**src/rtl/soc_axi_default_slave.sv**
```systemverilog
// AXI4 default (decode-error) slave: completes unmapped transactions with DECERR,
// drains write data, and records a saturating error count plus the offending address.
module soc_axi_default_slave #(
    parameter int ID_W   = 8,
    parameter int DATA_W = 64,
    parameter int CNT_W  = 16
) (
    input  logic              i_axi_clk,
    input  logic              i_axi_rst_n,
    input  logic              i_s_awvalid,
    output logic              o_s_awready,
    input  logic [ID_W-1:0]   i_s_awid,
    input  logic [31:0]       i_s_awaddr,
    input  logic [7:0]        i_s_awlen,
    input  logic              i_s_wvalid,
    output logic              o_s_wready,
    input  logic              i_s_wlast,
    output logic              o_s_bvalid,
    input  logic              i_s_bready,
    output logic [ID_W-1:0]   o_s_bid,
    output logic [1:0]        o_s_bresp,
    input  logic              i_s_arvalid,
    output logic              o_s_arready,
    input  logic [ID_W-1:0]   i_s_arid,
    input  logic [31:0]       i_s_araddr,
    input  logic [7:0]        i_s_arlen,
    output logic              o_s_rvalid,
    input  logic              i_s_rready,
    output logic [ID_W-1:0]   o_s_rid,
    output logic [DATA_W-1:0] o_s_rdata,
    output logic [1:0]        o_s_rresp,
    output logic              o_s_rlast,
    output logic [CNT_W-1:0]  o_err_cnt,
    output logic [31:0]       o_err_addr,
    output logic              o_err_wlast_mis,
    output logic              o_err_irq
);

    typedef enum logic [1:0] {W_IDLE, W_DATA, W_RESP} wstate_t;
    typedef enum logic {R_IDLE, R_DATA} rstate_t;

    wstate_t          r_wstate, w_wstate_nxt;
    rstate_t          r_rstate, w_rstate_nxt;
    logic             r_awready, r_wready, r_bvalid, r_arready, r_rvalid, r_rlast;
    logic [ID_W-1:0]  r_awid, r_arid;
    logic [7:0]       r_awlen;
    logic [8:0]       r_wbeats, w_wbeats_nxt;
    logic [7:0]       r_beats_left, w_beats_nxt;
    logic             w_mis_set;
    logic [CNT_W-1:0] r_err_cnt;
    logic [31:0]      r_err_addr;
    logic             r_err_mis, r_err_irq;
    logic             w_aw_hs, w_w_hs, w_b_hs, w_ar_hs, w_r_hs;

    function automatic logic [CNT_W-1:0] sat_add(input logic [CNT_W-1:0] a, input logic [1:0] inc);
        logic [CNT_W:0] s;
        s = {1'b0, a} + {{(CNT_W-1){1'b0}}, inc};
        return s[CNT_W] ? {CNT_W{1'b1}} : s[CNT_W-1:0];
    endfunction

    assign w_aw_hs = i_s_awvalid & r_awready;
    assign w_w_hs  = i_s_wvalid  & r_wready;
    assign w_b_hs  = r_bvalid    & i_s_bready;
    assign w_ar_hs = i_s_arvalid & r_arready;
    assign w_r_hs  = r_rvalid    & i_s_rready;

    always_comb begin
        w_wstate_nxt = r_wstate;
        w_wbeats_nxt = r_wbeats;
        w_mis_set    = 1'b0;
        case (r_wstate)
            W_IDLE: if (w_aw_hs) begin
                w_wstate_nxt = W_DATA;
                w_wbeats_nxt = '0;
            end
            W_DATA: if (w_w_hs) begin
                w_wbeats_nxt = r_wbeats + 9'd1;
                // wlast ends the burst regardless of the announced length
                if (i_s_wlast) begin
                    w_wstate_nxt = W_RESP;
                    w_mis_set    = (w_wbeats_nxt != ({1'b0, r_awlen} + 9'd1));
                end
            end
            W_RESP: if (w_b_hs) w_wstate_nxt = W_IDLE;
            default: w_wstate_nxt = W_IDLE;
        endcase
    end

    always_comb begin
        w_rstate_nxt = r_rstate;
        w_beats_nxt  = r_beats_left;
        case (r_rstate)
            R_IDLE: if (w_ar_hs) begin
                w_rstate_nxt = R_DATA;
                w_beats_nxt  = i_s_arlen;
            end
            R_DATA: if (w_r_hs) begin
                if (r_rlast) w_rstate_nxt = R_IDLE;
                else         w_beats_nxt  = r_beats_left - 8'd1;
            end
            default: w_rstate_nxt = R_IDLE;
        endcase
    end

    // Handshake outputs are registered from the next state so they are clean flops.
    always_ff @(posedge i_axi_clk or negedge i_axi_rst_n) begin
        if (!i_axi_rst_n) begin
            r_wstate  <= W_IDLE;
            r_awready <= 1'b0;
            r_wready  <= 1'b0;
            r_bvalid  <= 1'b0;
            r_awid    <= '0;
            r_awlen   <= '0;
            r_wbeats  <= '0;
        end else begin
            r_wstate  <= w_wstate_nxt;
            r_awready <= (w_wstate_nxt == W_IDLE);
            r_wready  <= (w_wstate_nxt == W_DATA);
            r_bvalid  <= (w_wstate_nxt == W_RESP);
            r_wbeats  <= w_wbeats_nxt;
            if (w_aw_hs) begin
                r_awid  <= i_s_awid;
                r_awlen <= i_s_awlen;
            end
        end
    end

    always_ff @(posedge i_axi_clk or negedge i_axi_rst_n) begin
        if (!i_axi_rst_n) begin
            r_rstate     <= R_IDLE;
            r_arready    <= 1'b0;
            r_rvalid     <= 1'b0;
            r_rlast      <= 1'b0;
            r_arid       <= '0;
            r_beats_left <= '0;
        end else begin
            r_rstate     <= w_rstate_nxt;
            r_arready    <= (w_rstate_nxt == R_IDLE);
            r_rvalid     <= (w_rstate_nxt == R_DATA);
            r_rlast      <= (w_rstate_nxt == R_DATA) && (w_beats_nxt == 8'd0);
            r_beats_left <= w_beats_nxt;
            if (w_ar_hs) r_arid <= i_s_arid;
        end
    end

    always_ff @(posedge i_axi_clk or negedge i_axi_rst_n) begin
        if (!i_axi_rst_n) begin
            r_err_cnt  <= '0;
            r_err_addr <= '0;
            r_err_mis  <= 1'b0;
            r_err_irq  <= 1'b0;
        end else begin
            r_err_cnt <= sat_add(r_err_cnt, {1'b0, w_aw_hs} + {1'b0, w_ar_hs});
            r_err_irq <= w_aw_hs | w_ar_hs;
            r_err_mis <= r_err_mis | w_mis_set;
            if (w_aw_hs)      r_err_addr <= i_s_awaddr;
            else if (w_ar_hs) r_err_addr <= i_s_araddr;
        end
    end

    assign o_s_awready     = r_awready;
    assign o_s_wready      = r_wready;
    assign o_s_bvalid      = r_bvalid;
    assign o_s_bid         = r_awid;
    assign o_s_bresp       = 2'b11;
    assign o_s_arready     = r_arready;
    assign o_s_rvalid      = r_rvalid;
    assign o_s_rid         = r_arid;
    assign o_s_rdata       = '0;
    assign o_s_rresp       = 2'b11;
    assign o_s_rlast       = r_rlast;
    assign o_err_cnt       = r_err_cnt;
    assign o_err_addr      = r_err_addr;
    assign o_err_wlast_mis = r_err_mis;
    assign o_err_irq       = r_err_irq;

endmodule
```
**config.mk**
```make
export PLATFORM = sky130hd
export DESIGN_NAME = soc_axi_default_slave
export DESIGN_NICKNAME = d
export VERILOG_FILES = /design/src/rtl/soc_axi_default_slave.sv
export SDC_FILE = /design/constraint.sdc
export NUM_CORES = 1
export LEC_CHECK = 0
export CELL_PAD_IN_SITES_DETAIL_PLACEMENT = 0
export CELL_PAD_IN_SITES_GLOBAL_PLACEMENT = 1
export CORE_MARGIN = 10
export CORE_UTILIZATION = 33
export DETAILED_ROUTE_END_ITERATION = 12
export PLACE_DENSITY_LB_ADDON = 0.08
export SLEW_MARGIN = 30
export SYNTH_ARGS = -nofsm -noshare
export SYNTH_HDL_FRONTEND = slang
export SYNTH_SLANG_ARGS = --single-unit
```
**constraint.sdc**
```tcl
create_clock -name i_axi_clk -period 5.45 [get_ports i_axi_clk]
set_input_delay 1.3625 -clock i_axi_clk [delete_from_list [all_inputs] [get_ports i_axi_clk]]
set_output_delay 1.3625 -clock i_axi_clk [all_outputs]
set_load 0.05 [all_outputs]
```
---- Word-level counts from Yosys, hierarchy flattened ----
Cells that the tools add are included.
storage, ports and cells
  register bits after elaboration ......... 99
  bits in latches ......................... 0
  memory bits (writable) .................. 0
  memory bits (read-only) ................. 0
  input port bits ......................... 104
  logic and storage cells ................. 66
  memories ................................ 0
cells by class
  add/subtract/negate cells ............... 5
  $mul .................................... 0
  divide/modulo/power cells ............... 0
  magnitude comparators ................... 0
  equal/unequal tests ..................... 7
  shift operators ......................... 0
  muxes and demuxes ....................... 22
  bitwise operators ....................... 9
  reduce and logical (&&, ||, !) cells .... 7
operators with widths
  cell                   count
  $mux W32               2
  $mux W8                3
  $mux W9                2
  $pmux W9 S2            1
  $add A16 B2 Y17        1
  $mux W16               1
  $pmux W8 S2            1
  $add A8 B1 Y9 const B  1
  $add A9 B1 Y9 const B  1
  $ne A9 B9 Y1           1
  $logic_not A8 Y1       1
  $mux W2                4
  $sub A8 B1 Y8 const B  1
  $mux W1                6
  $pmux W2 S3            1
  $and A1 B1 Y1          5
  $eq A2 B1 Y1 const B   2
  $eq A2 B2 Y1 const B   2
  $logic_not A2 Y1       2
  $ne A2 B2 Y1 const B   2
  $reduce_bool A2 Y1     2
  $reduce_and A3 Y1      1
  $add A1 B1 Y2          1
  $not A1 Y1             2
  other kinds (3)        4

---- Depth between registers and ports, before layout ----
Gate-level depths: netlist (run 1).
  word-level depth ........................ 6
  mapped depth ............................ 12
  depth with buffers taken out ............ 9

---- Worst setup path after synthesis (run 1) ----
No wires, ideal clock.
  path type ............................... input-to-reg
  start ................................... input port i_s_awvalid
  end ..................................... register r_err_cnt[0] (netlist: o_err_cnt[0])
  setup time .............................. 0.065 ns
  data arrival time ....................... 3.581 ns
  path slack .............................. 1.804 ns
  stages on the path ...................... 12
  path through ............................ nand2_1 > clkbuf_1 > clkbuf_1 > fa_1 > inv_1 > ha_1 > nand2_1 > nor3_1 > and3_1 > nand4_1 > buf_2 > nand2_1
on the way
  word-level cells in the longest chain between the ends .. 4
RTL lines
  what                  RTL line  source
  from (decl)           10        input logic i_s_awvalid,
  $and A1 B1 Y1         61        assign w_aw_hs = i_s_awvalid & r_awready;
  $add A1 B1 Y2         153       r_err_cnt <= sat_add(r_err_cnt, {1'b0, w_aw_hs} + {1'b0, w_ar_hs});
  $add A16 B2 Y17       57        s = {1'b0, a} + {{(CNT_W-1){1'b0}}, inc};
  $mux W16              58        return s[CNT_W] ? {CNT_W{1'b1}} : s[CNT_W-1:0];
  to (signal assigned)  153
  to (decl)             50        logic [CNT_W-1:0] r_err_cnt;
Every way passes these cells.
A chain may end at the register's enable or synchronous reset.

---- Worst setup path in the final report (run 1) ----
  start ................................... input port i_s_arvalid
  end ..................................... register r_err_cnt[6] (netlist: o_err_cnt[6])
on the way
  word-level cells in the longest chain between the ends .. 4
RTL lines
  what             RTL line  source
  from (decl)      22        input logic i_s_arvalid,
  $and A1 B1 Y1    64        assign w_ar_hs = i_s_arvalid & r_arready;
  $add A1 B1 Y2    153
  $add A16 B2 Y17  57
  $mux W16         58
Every way passes these cells.

==> metrics.txt, run 1 <==
layout cells sized above 1=0.0757; detailed-route wire length=15800 µm; Yosys reg bits=99; CTS tree=built; Synth Warn #=0; number of flops mapped to enable cells by yosys=0; CTS buffer count=9; fin crit share=0.733; Worst-Skew Late Latency=0.35 ns; asr flop ratio synth=1.00; largest net degree at the start of global routing=85; Layout Utilization=0.463; Initial Util=0.333; Synth top cells by count=dfrtp_1 (99), buf_4 (68), nor2_1 (54), a21oi_1 (42), mux2i_1 (33); port bufs=175; Placed Instances=887; maximum clock rate=250 MHz; vias in the first global route=4339; max incr delay on CP=0.62 ns; crit path DAT=4.25 ns; Sink Count=99; io pins=244; TNS Setup=0 ns; Clock Skew=0.00527 ns; Initial DRT Pass Iterations=6; Fin. Hold Viols=0; Setup crit start kind=input port; Worst-Margin Slew=0.880 ns; final cell count without fillers=904; Yosys top cell by area=dfrtp_1; delay-heaviest family, CP=simple AND/OR/NAND/NOR gates; top cells by area, synth=dfrtp_1 (47%), buf_4 (9.7%), mux2i_1 (6.3%); cts hold-fix bufs=0; Via Count=4124; Fillers=1517; # nets final=791; HPWL Detailed=12000 µm; Critical Path Start=i_s_arvalid; Post-Synth XOR/XNOR Area=0.0569; Yosys top cell area share=0.471; post-synthesis mux area share=0.116; Tightest Hold Check Type=reg -> reg; Synth Instances=514; total power per unit cell area=548 nW/µm²; Final Power=4.00 mW; H-tree Lvls=3; post-DR vias/cell=4.56; die area=21400 µm²; Post-Synthesis Mean Instance Area=10.2 µm²; main combinational cell family by area after synthesis=simple AND/OR/NAND/NOR gates; R2R Path Start=o_s_arready; first-pass GRT wire length=25200 µm; minimum clock period=4.00 ns; register area share after synthesis=0.471; core area=15800 µm²; crit-path cells=clkdlybuf4s50_1 -> nand2_2 -> fa_1 -> inv_1 -> ha_1 -> nand2_1 -> nor3_1 -> and3_1 -> nand4_1 -> o21ai_1; Max Cap Viol=0; Compound-Gate Fraction of Synth Area=0.0911; Pleak=3.34 nW; Post-CTS Setup Inserts=0; area grow syn2layout=38.7%; clock buffer depth=2; post-synthesis simple-gate area fraction=0.130; Final Max Slew Viols=0; Synth cell types=49; Rel. slew slack=0.413; RSZ-0062 raised after global routing=false; initial drt markers=198; clock-pin slew on the worst setup and hold paths=0.07 ns; GRT Overall Usage=0.146; Max VDD drop=287 µV; routed len/inst=17.5 µm; initial antenna violation count=1; Row Count=46; Synth Cell Area=5260 µm²; post_cts resized=0; outcome=finished clean; Antenna Nets Post-Route=0; maximum fanout along the worst path=13; Die Ht=146 µm; slowest CP cell=clkdlybuf4s50_1; DRC=0; Synth Flop Type=dfrtp_1; Die W=146 µm; CP required=5.71 ns; total gr overflow=0; Synth Area in Adders=0.0133; # setup viols final=0; Hold Crit Start=o_s_bid[2]; CTS root buffer=clkbuf_16; Final Wtd Congestion=0.767; top-count cell post-synth=dfrtp_1; CP Buf/Inv Count=2; CP Class=in -> reg; CP endpoint kind=register
## cell usage in the layout (no fill, tap or decap), drive strengths merged, types with 2 or more instances in the layout
master | netlist | final
inv | 10 | 10
nor2 | 54 | 54
xnor3 | 2 | 2
conb | 2 | 68
nor3 | 6 | 6
clkinv | 0 | 2
a31oi | 5 | 5
a21oi | 42 | 42
and4bb | 2 | 2
dfrtp | 99 | 99
mux2i | 33 | 33
nand2 | 29 | 29
nand2b | 3 | 3
or3 | 2 | 2
clkdlybuf4s50 | 0 | 174
buf | 75 | 5
o21ai | 13 | 13
ha | 4 | 4
or4 | 2 | 2
and3 | 15 | 15
a32o | 2 | 2
nand4 | 9 | 9
xor2 | 12 | 12
a41oi | 2 | 2
clkbuf | 13 | 13
a211oi | 9 | 9
xnor2 | 17 | 17
nand3b | 3 | 3
mux2 | 25 | 25
nand3 | 11 | 11
## where the power goes
part,switching [mW],internal (mW),total (mW)
logic,1.33,0.751,2.08
registers,0.220,1.01,1.24
clock network,0.280,0.406,0.687
## flip-flops by register name, summed over array words and instances (netlist names), 2 cells and up
| signal | flops |
|---|---|
| o_s_bid | 8 |
| o_err_addr | 32 |
| o_err_cnt | 16 |
| r_wbeats | 9 |
| r_awlen | 8 |
| r_wstate | 2 |
| o_s_rid | 8 |
| r_beats_left | 8 |
## layer usage
| metal | wire [µm] | vias to the layer above | GRT usage |
|---|---|---|---|
| met5 | 0 | - | 0 |
| met4 | 203 | 0 | 0.0526 |
| met3 | 1140 | 15 | 0.0470 |
| met2 | 7710 | 157 | 0.243 |
| met1 | 6770 | 1977 | 0.174 |
| li1 | - | 1975 | - |
## area by class of cell
| cell class | instances | area [µm²] | area share |
|---|---|---|---|
| timing repair buffer | 179 | 1780 | 0.244 |
| clock buffer | 13 | 280 | 0.0384 |
| multi-input combinational | 383 | 2400 | 0.329 |
| sequential | 99 | 2480 | 0.340 |
| antenna | 1 | 2.50 | 0.000343 |
| tap | 216 | 270 | 0.0370 |
| clock inverter | 3 | 43.8 | 0.00600 |
| inverter | 10 | 37.5 | 0.00514 |
## final timing paths
| check | end | slack [ns] | cells after the start |
|---|---|---|---|
| worst max-delay path | o_err_cnt[6] | 1.45 | 10 |
| worst min-delay path | o_s_bid[2] | 0.51 | 1 |
| worst max register to register | o_err_cnt[6] | 2.61 | 9 |
| worst min register to register | o_s_bid[2] | 0.51 | 1 |
| max in group asynchronous | o_err_addr[15] | 3.52 | 2 |
| min in group asynchronous | o_err_addr[23] | 0.99 | 1 |
## kinds of logic (layout without fill, tap and decap cells)
family,after synthesis,count (layout)
DFF,99,99
muxes,58,58
AOI/OAI and AO/OA,80,80
xor gates and xnor gates,31,31
adders and majority gates,5,5
and+or+nand+nor,141,141
other,2,69
buffers and inverters,98,205
## stage by stage
stage | instance area, µm² | setup WS [ns] | hold WS [ns]
2_1_floorplan | 5510 | 1.80 | 0.489
3_3_place_gp | 6970 | 1.16 | 0.486
3_5_place_dp | 6970 | 1.06 | 0.498
4_1_cts | 7290 | 1.43 | 0.513
5_1_grt | 7300 | 1.19 | 0.530
6_report | 7300 | 1.45 | 0.507
Note: power is estimated with default switching activity, not from simulation.
==> run 2: changes to the inputs <==
--- a/config.mk
+++ b/config.mk
@@ -8,7 +8,7 @@
 export CELL_PAD_IN_SITES_DETAIL_PLACEMENT = 0
 export CELL_PAD_IN_SITES_GLOBAL_PLACEMENT = 1
 export CORE_MARGIN = 10
-export CORE_UTILIZATION = 33
+export CORE_UTILIZATION = 31
 export DETAILED_ROUTE_END_ITERATION = 12
 export PLACE_DENSITY_LB_ADDON = 0.08
 export SLEW_MARGIN = 30
==> constraint.sdc (replaced) <==
create_clock -name i_axi_clk -period 4.1 [get_ports i_axi_clk]
set_input_delay 1.025 -clock i_axi_clk [delete_from_list [all_inputs] [get_ports i_axi_clk]]
set_output_delay 1.025 -clock i_axi_clk [all_outputs]
set_load 0.05 [all_outputs]
==> run 2 against run 1 <==
Clock skew rose by 0.00078 ns. Via count barely moved. Count of clock-buffer cells in the layout fell by 1. Combinational power rose by 33%. Critical endpoint unchanged. Flip-flop and latch count did not move. Final cell count rose by 0.55%.
==> metrics.txt, run 2 (synthesis gave the netlist of run 1 again) <==
outcome=finished clean (unchanged); Final Power=5.28 mW (was 4.00 mW); vias in the first global route=4143 (was 4339); fin crit share=0.869; clock share of power=0.166 (was 0.172); crit path DAT=3.82 ns (was 4.25 ns); commonest non-fill, non-tap cells in the layout=clkdlybuf4s50_1 (174), dfrtp_1 (99), conb_1 (68) (unchanged); clock buffer depth=2 (unchanged); Pint=2.84 mW (was 2.17 mW); CTS tree=built (unchanged); CTS buffer count=9 (unchanged); total power per unit cell area=725 nW/µm² (was 548 nW/µm²); Final Max Slew Viols=0 (unchanged); Worst-Margin Slew=0.869 ns (was 0.880 ns); maximum fanout along the worst path=13 (unchanged); Die W=150 µm (was 146 µm); Initial DRT Pass Iterations=4 (was 6); routed len/inst=17.5 µm (about the same); # diodes=0 (was 1); total gr overflow=0 (unchanged); CTS root buffer=clkbuf_16 (unchanged); Sink Count=99 (unchanged); power share of the sequential group=0.311 (was 0.309); CP required=4.36 ns (was 5.71 ns); layout cells sized above 1=0.0755 (was 0.0757); DRC=0 (unchanged); io pins=244 (unchanged); RSZ-0062 raised after global routing=false (unchanged); Setup crit start kind=input port (unchanged); GRT Overall Usage=0.138 (was 0.146); maximum clock rate=281 MHz; Pleak=3.33 nW (was 3.34 nW); Initial Util=0.317 (was 0.333); H-tree Lvls=3 (unchanged); sw power=2.44 mW (was 1.83 mW); Reg-to-Reg End=o_err_cnt[6] (unchanged); clock-pin slew on the worst setup and hold paths=0.07 ns (about the same); Fin. Hold Viols=0 (unchanged); die area=22600 µm² (was 21400 µm²); CP Class=in -> reg (unchanged); Row Count=47 (was 46); initial drt markers=130 (was 198); logic gate share of total power=0.523 (was 0.519); Final Wtd Congestion=0.788 (was 0.767); Tightest Hold Check Type=reg -> reg (unchanged); crit path to=o_err_cnt[6] (unchanged); initial antenna violation count=0 (was 1); # nets final=793 (was 791); R2R Path Start=o_s_arready (unchanged); Worst-Skew Late Latency=0.35 ns (about the same); Via Count=4120 (was 4124); R2R setup slack=1.19 ns (was 2.61 ns); Critical Path Start=i_s_arvalid (unchanged); Post-CTS Setup Inserts=0 (unchanged); post-DR vias/cell=4.53 (was 4.56); Rel. slew slack=0.420 (was 0.413); # setup viols final=0 (unchanged); cts hold-fix bufs=0 (unchanged); Max Cap Viol=0 (unchanged); switching share of power=0.462 (was 0.457); HPWL Detailed=12100 µm (was 12000 µm); Layout Utilization=0.439 (was 0.463); post_cts resized=0 (unchanged); port bufs=175 (unchanged); Antenna Nets Post-Route=0 (unchanged); TNS Setup=0 ns (unchanged); reg2reg path depth=9 (unchanged); Clock Skew=0.00605 ns (was 0.00527 ns); max reg flops=32 (unchanged); commonest non-fill, non-tap cell in the layout=clkdlybuf4s50_1 (unchanged); Die Ht=150 µm (was 146 µm); largest net degree at the start of global routing=85 (unchanged); CP endpoint kind=register (unchanged); core area=16600 µm² (was 15800 µm²); detailed-route wire length=15900 µm (was 15800 µm); area grow syn2layout=38.5% (was 38.7%); Hold Crit Start=o_s_bid[6] (was o_s_bid[2]); first-pass GRT wire length=24500 µm (was 25200 µm); minimum clock period=3.56 ns; Max VDD drop=401 µV (was 287 µV)
## run 2: cell count changes in the layout (fill, tap and decap cells not counted)
cell and delta:
clkbuf_1 +2, clkbuf_8 -3, inv_6 +1, clkinv_2 +1, buf_4 +2, clkinv_4 -1, diode_2 -1
## run 2: worst min-delay path by stage
stage | endpoint | cells after the start
6_report | o_s_bid[6] | 1
4_1_cts | o_s_bid[6] | 1
2_1_floorplan | r_wbeats[6] | 1
5_1_grt | o_s_rid[5] | 1
3_5_place_dp | o_s_rid[5] | 1
3_3_place_gp | o_s_rid[2] | 1
## run 2: area by class of cell
| class | count | area (µm²) |
|---|---|---|
| clock buffers | 12 | 246 |
| flip-flops and latches | 99 | 2480 |
| well taps | 220 | 275 |
| repair buffers | 181 | 1800 |
| multi-input cells | 383 | 2400 |
| clock inverters | 4 | 48.8 |
| fillers | 1609 | 9300 |
| inverters | 10 | 37.5 |
## run 2: metrics by stage
step	cells	hold slack, ns	cell area [µm²]	setup WS (ns)
2_1_floorplan	580	0.489	5510	0.792
3_3_place_gp	893	0.488	6990	0.242
3_5_place_dp	893	0.495	6990	0.143
4_1_cts	909	0.508	7280	0.502
5_1_grt	909	0.515	7280	0.212
6_report	909	0.506	7280	0.538
## run 2: power by group through the flow
| stage | Combinational [mW] | Sequential [mW] | Clock, mW |
|---|---|---|---|
| 2_1_floorplan | 0.971 | 2.57 | 0 |
| 3_3_place_gp | 2.78 | 1.65 | 0 |
| 3_5_place_dp | 2.79 | 1.67 | 0 |
| 4_1_cts | 2.80 | 1.65 | 0.910 |
| 5_1_grt | 2.94 | 1.71 | 0.945 |
| 6_report | 2.76 | 1.64 | 0.876 |
## run 2: worst max-delay path: stages
cell and delay [ns]:
clkdlybuf4s50_1 0.53, nand2_2 0.10, fa_1 0.42, inv_1 0.07, ha_1 0.20, nand2_1 0.12
nor3_1 0.35, and3_1 0.27, nand4_1 0.49, o21ai_1 0.25
## run 2: routing by layer
layer  GRT usage  wire, µm  up-vias
li1            -         -     1981
met1       0.170      6720     1970
met2       0.225      7600      156
met3      0.0432      1380       13
met4      0.0466       191        0
met5           0         0        -
==> run 3: changes to the inputs <==
--- a/config.mk
+++ b/config.mk
@@ -11,7 +11,8 @@
 export CORE_UTILIZATION = 31
 export DETAILED_ROUTE_END_ITERATION = 12
 export PLACE_DENSITY_LB_ADDON = 0.08
-export SLEW_MARGIN = 30
+export SETUP_SLACK_MARGIN = 0.1
+export SLEW_MARGIN = 20
 export SYNTH_ARGS = -nofsm -noshare
 export SYNTH_HDL_FRONTEND = slang
 export SYNTH_SLANG_ARGS = --single-unit
==> run 3 against run 2 <==
Critical endpoint is now o_err_cnt[5]. Largest power group unchanged. Global-route usage did not move. Register-to-register slack barely moved. Clock skew barely moved. Highest routed layer unchanged.
==> metrics.txt, run 3 (synthesis gave the netlist of run 1 again) <==
Post-Place Cell Area=6990 µm² (unchanged); Row Count=47 (unchanged); Tightest Hold Check Type=reg -> reg (unchanged); commonest non-fill, non-tap cells in the layout=clkdlybuf4s50_1 (174), dfrtp_1 (99), conb_1 (68) (unchanged); largest net degree at the start of global routing=85 (unchanged); H-tree Lvls=3 (unchanged); total power per unit cell area=725 nW/µm² (about the same); commonest non-fill, non-tap cell in the layout=clkdlybuf4s50_1 (unchanged); maximum clock rate=281 MHz (about the same); CP endpoint kind=register (unchanged); area grow syn2layout=38.4% (was 38.5%); DRC=0 (unchanged); detailed-route wire length=15900 µm (about the same); Worst-Margin Slew=0.884 ns (was 0.869 ns); Post-CTS Setup Inserts=0 (unchanged); Pleak=3.33 nW (about the same); clock buffer depth=2 (unchanged); Final Power=5.28 mW (about the same); max reg flops=32 (unchanged); post-route cell area=7280 µm² (about the same); Rel. slew slack=0.410 (was 0.420); Max VDD drop=401 µV (unchanged); routed len/inst=17.5 µm (about the same); fin crit share=0.869 (about the same); TNS Setup=0 ns (unchanged); CTS root buffer=clkbuf_16 (unchanged); Die W=150 µm (unchanged); # setup viols final=0 (unchanged); CP Class=in -> reg (unchanged); Via Count=4106 (was 4120); Worst-Skew Late Latency=0.35 ns (about the same); Initial Util=0.317 (unchanged); Fillers=1608 (was 1609); CTS buffer count=9 (unchanged); # diodes=0 (unchanged); Final Max Slew Viols=0 (unchanged); port bufs=175 (unchanged); # nets final=793 (unchanged); Final Wtd Congestion=0.788 (unchanged); Worst Hold Slack=0.506 ns (about the same); RSZ-0062 raised after global routing=false (unchanged); core area=16600 µm² (unchanged); post_cts resized=0 (unchanged); total gr overflow=0 (unchanged); Die Ht=150 µm (unchanged); R2R setup slack=1.19 ns (about the same); HPWL Detailed=12100 µm (unchanged); layout cells sized above 1=0.0755 (unchanged); CP required=4.36 ns (about the same); CTS tree=built (unchanged); Fin. Hold Viols=0 (unchanged); Sink Count=99 (unchanged); die area=22600 µm² (unchanged); outcome=finished clean (unchanged); Setup crit start kind=input port (unchanged); Max Cap Viol=0 (unchanged); crit path DAT=3.82 ns (about the same); initial antenna violation count=0 (unchanged); Clock Skew=0.00580 ns (was 0.00605 ns); post-DR vias/cell=4.52 (was 4.53); setup slack after layout=0.537 ns (was 0.538 ns); initial drt markers=178 (was 130); clock-pin slew on the worst setup and hold paths=0.07 ns (about the same); io pins=244 (unchanged); cts hold-fix bufs=0 (unchanged); vias in the first global route=4143 (unchanged); Antenna Nets Post-Route=0 (unchanged); DP Worst Slack=0.143 ns (unchanged); maximum fanout along the worst path=13 (unchanged); GRT Overall Usage=0.138 (unchanged); Initial DRT Pass Iterations=6 (was 4); first-pass GRT wire length=24500 µm (unchanged); minimum clock period=3.56 ns (about the same)
run 3: cell counts in the layout (fill, tap and decap cells not counted):
No cell type changed its count.
run 3: power by group:
group	leakage [nW]	switching, mW	internal, mW
logic	2.01	1.76	0.999
registers	1.17	0.294	1.35
clock network	0.147	0.383	0.491
run 3: critical path: stages:
cell and delay (ns):
clkdlybuf4s50_1 0.53, nand2_2 0.10, fa_1 0.42, inv_1 0.07
ha_1 0.20, nand2_1 0.12, nor3_1 0.35, and3_1 0.27
nand4_1 0.49, o21ai_1 0.25
run 3: cell type report:
cell class / instances / area [µm²] / area share
well taps: 220 / 275 / 0.0378
multi-input cells: 383 / 2400 / 0.330
flip-flops and latches: 99 / 2480 / 0.340
clock buffers: 12 / 246 / 0.0339
clock inverters: 4 / 48.8 / 0.00670
repair buffers: 181 / 1790 / 0.246
inverters: 10 / 37.5 / 0.00516
run 3: worst paths after layout:
check | from | endpoint | cells after the start
worst min-delay path | o_s_bid[6] | o_s_bid[6] | 1
worst max register to register | o_s_arready | o_err_cnt[5] | 9
worst min register to register | o_s_bid[6] | o_s_bid[6] | 1
max in group asynchronous | i_axi_rst_n | r_awlen[5] | 2
worst max-delay path | i_s_arvalid | o_err_cnt[5] | 10
min in group asynchronous | i_axi_rst_n | r_beats_left[0] | 1
run 3: metal layers:
| layer | track usage | part of all wire | routed length [µm] | vias to the layer above |
|---|---|---|---|---|
| met5 | 0 | 0 | 0 | - |
| met4 | 0.0466 | 0.012 | 191 | 0 |
| met3 | 0.0432 | 0.087 | 1380 | 13 |
| met2 | 0.225 | 0.48 | 7570 | 158 |
| met1 | 0.170 | 0.42 | 6720 | 1955 |
| li1 | - | - | - | 1980 |
run 3: per-stage QoR:
step           instances   util
2_1_floorplan        580      -
3_3_place_gp         893  0.421
3_5_place_dp         893  0.421
4_1_cts              909  0.439
5_1_grt              909  0.439
6_report             909  0.439
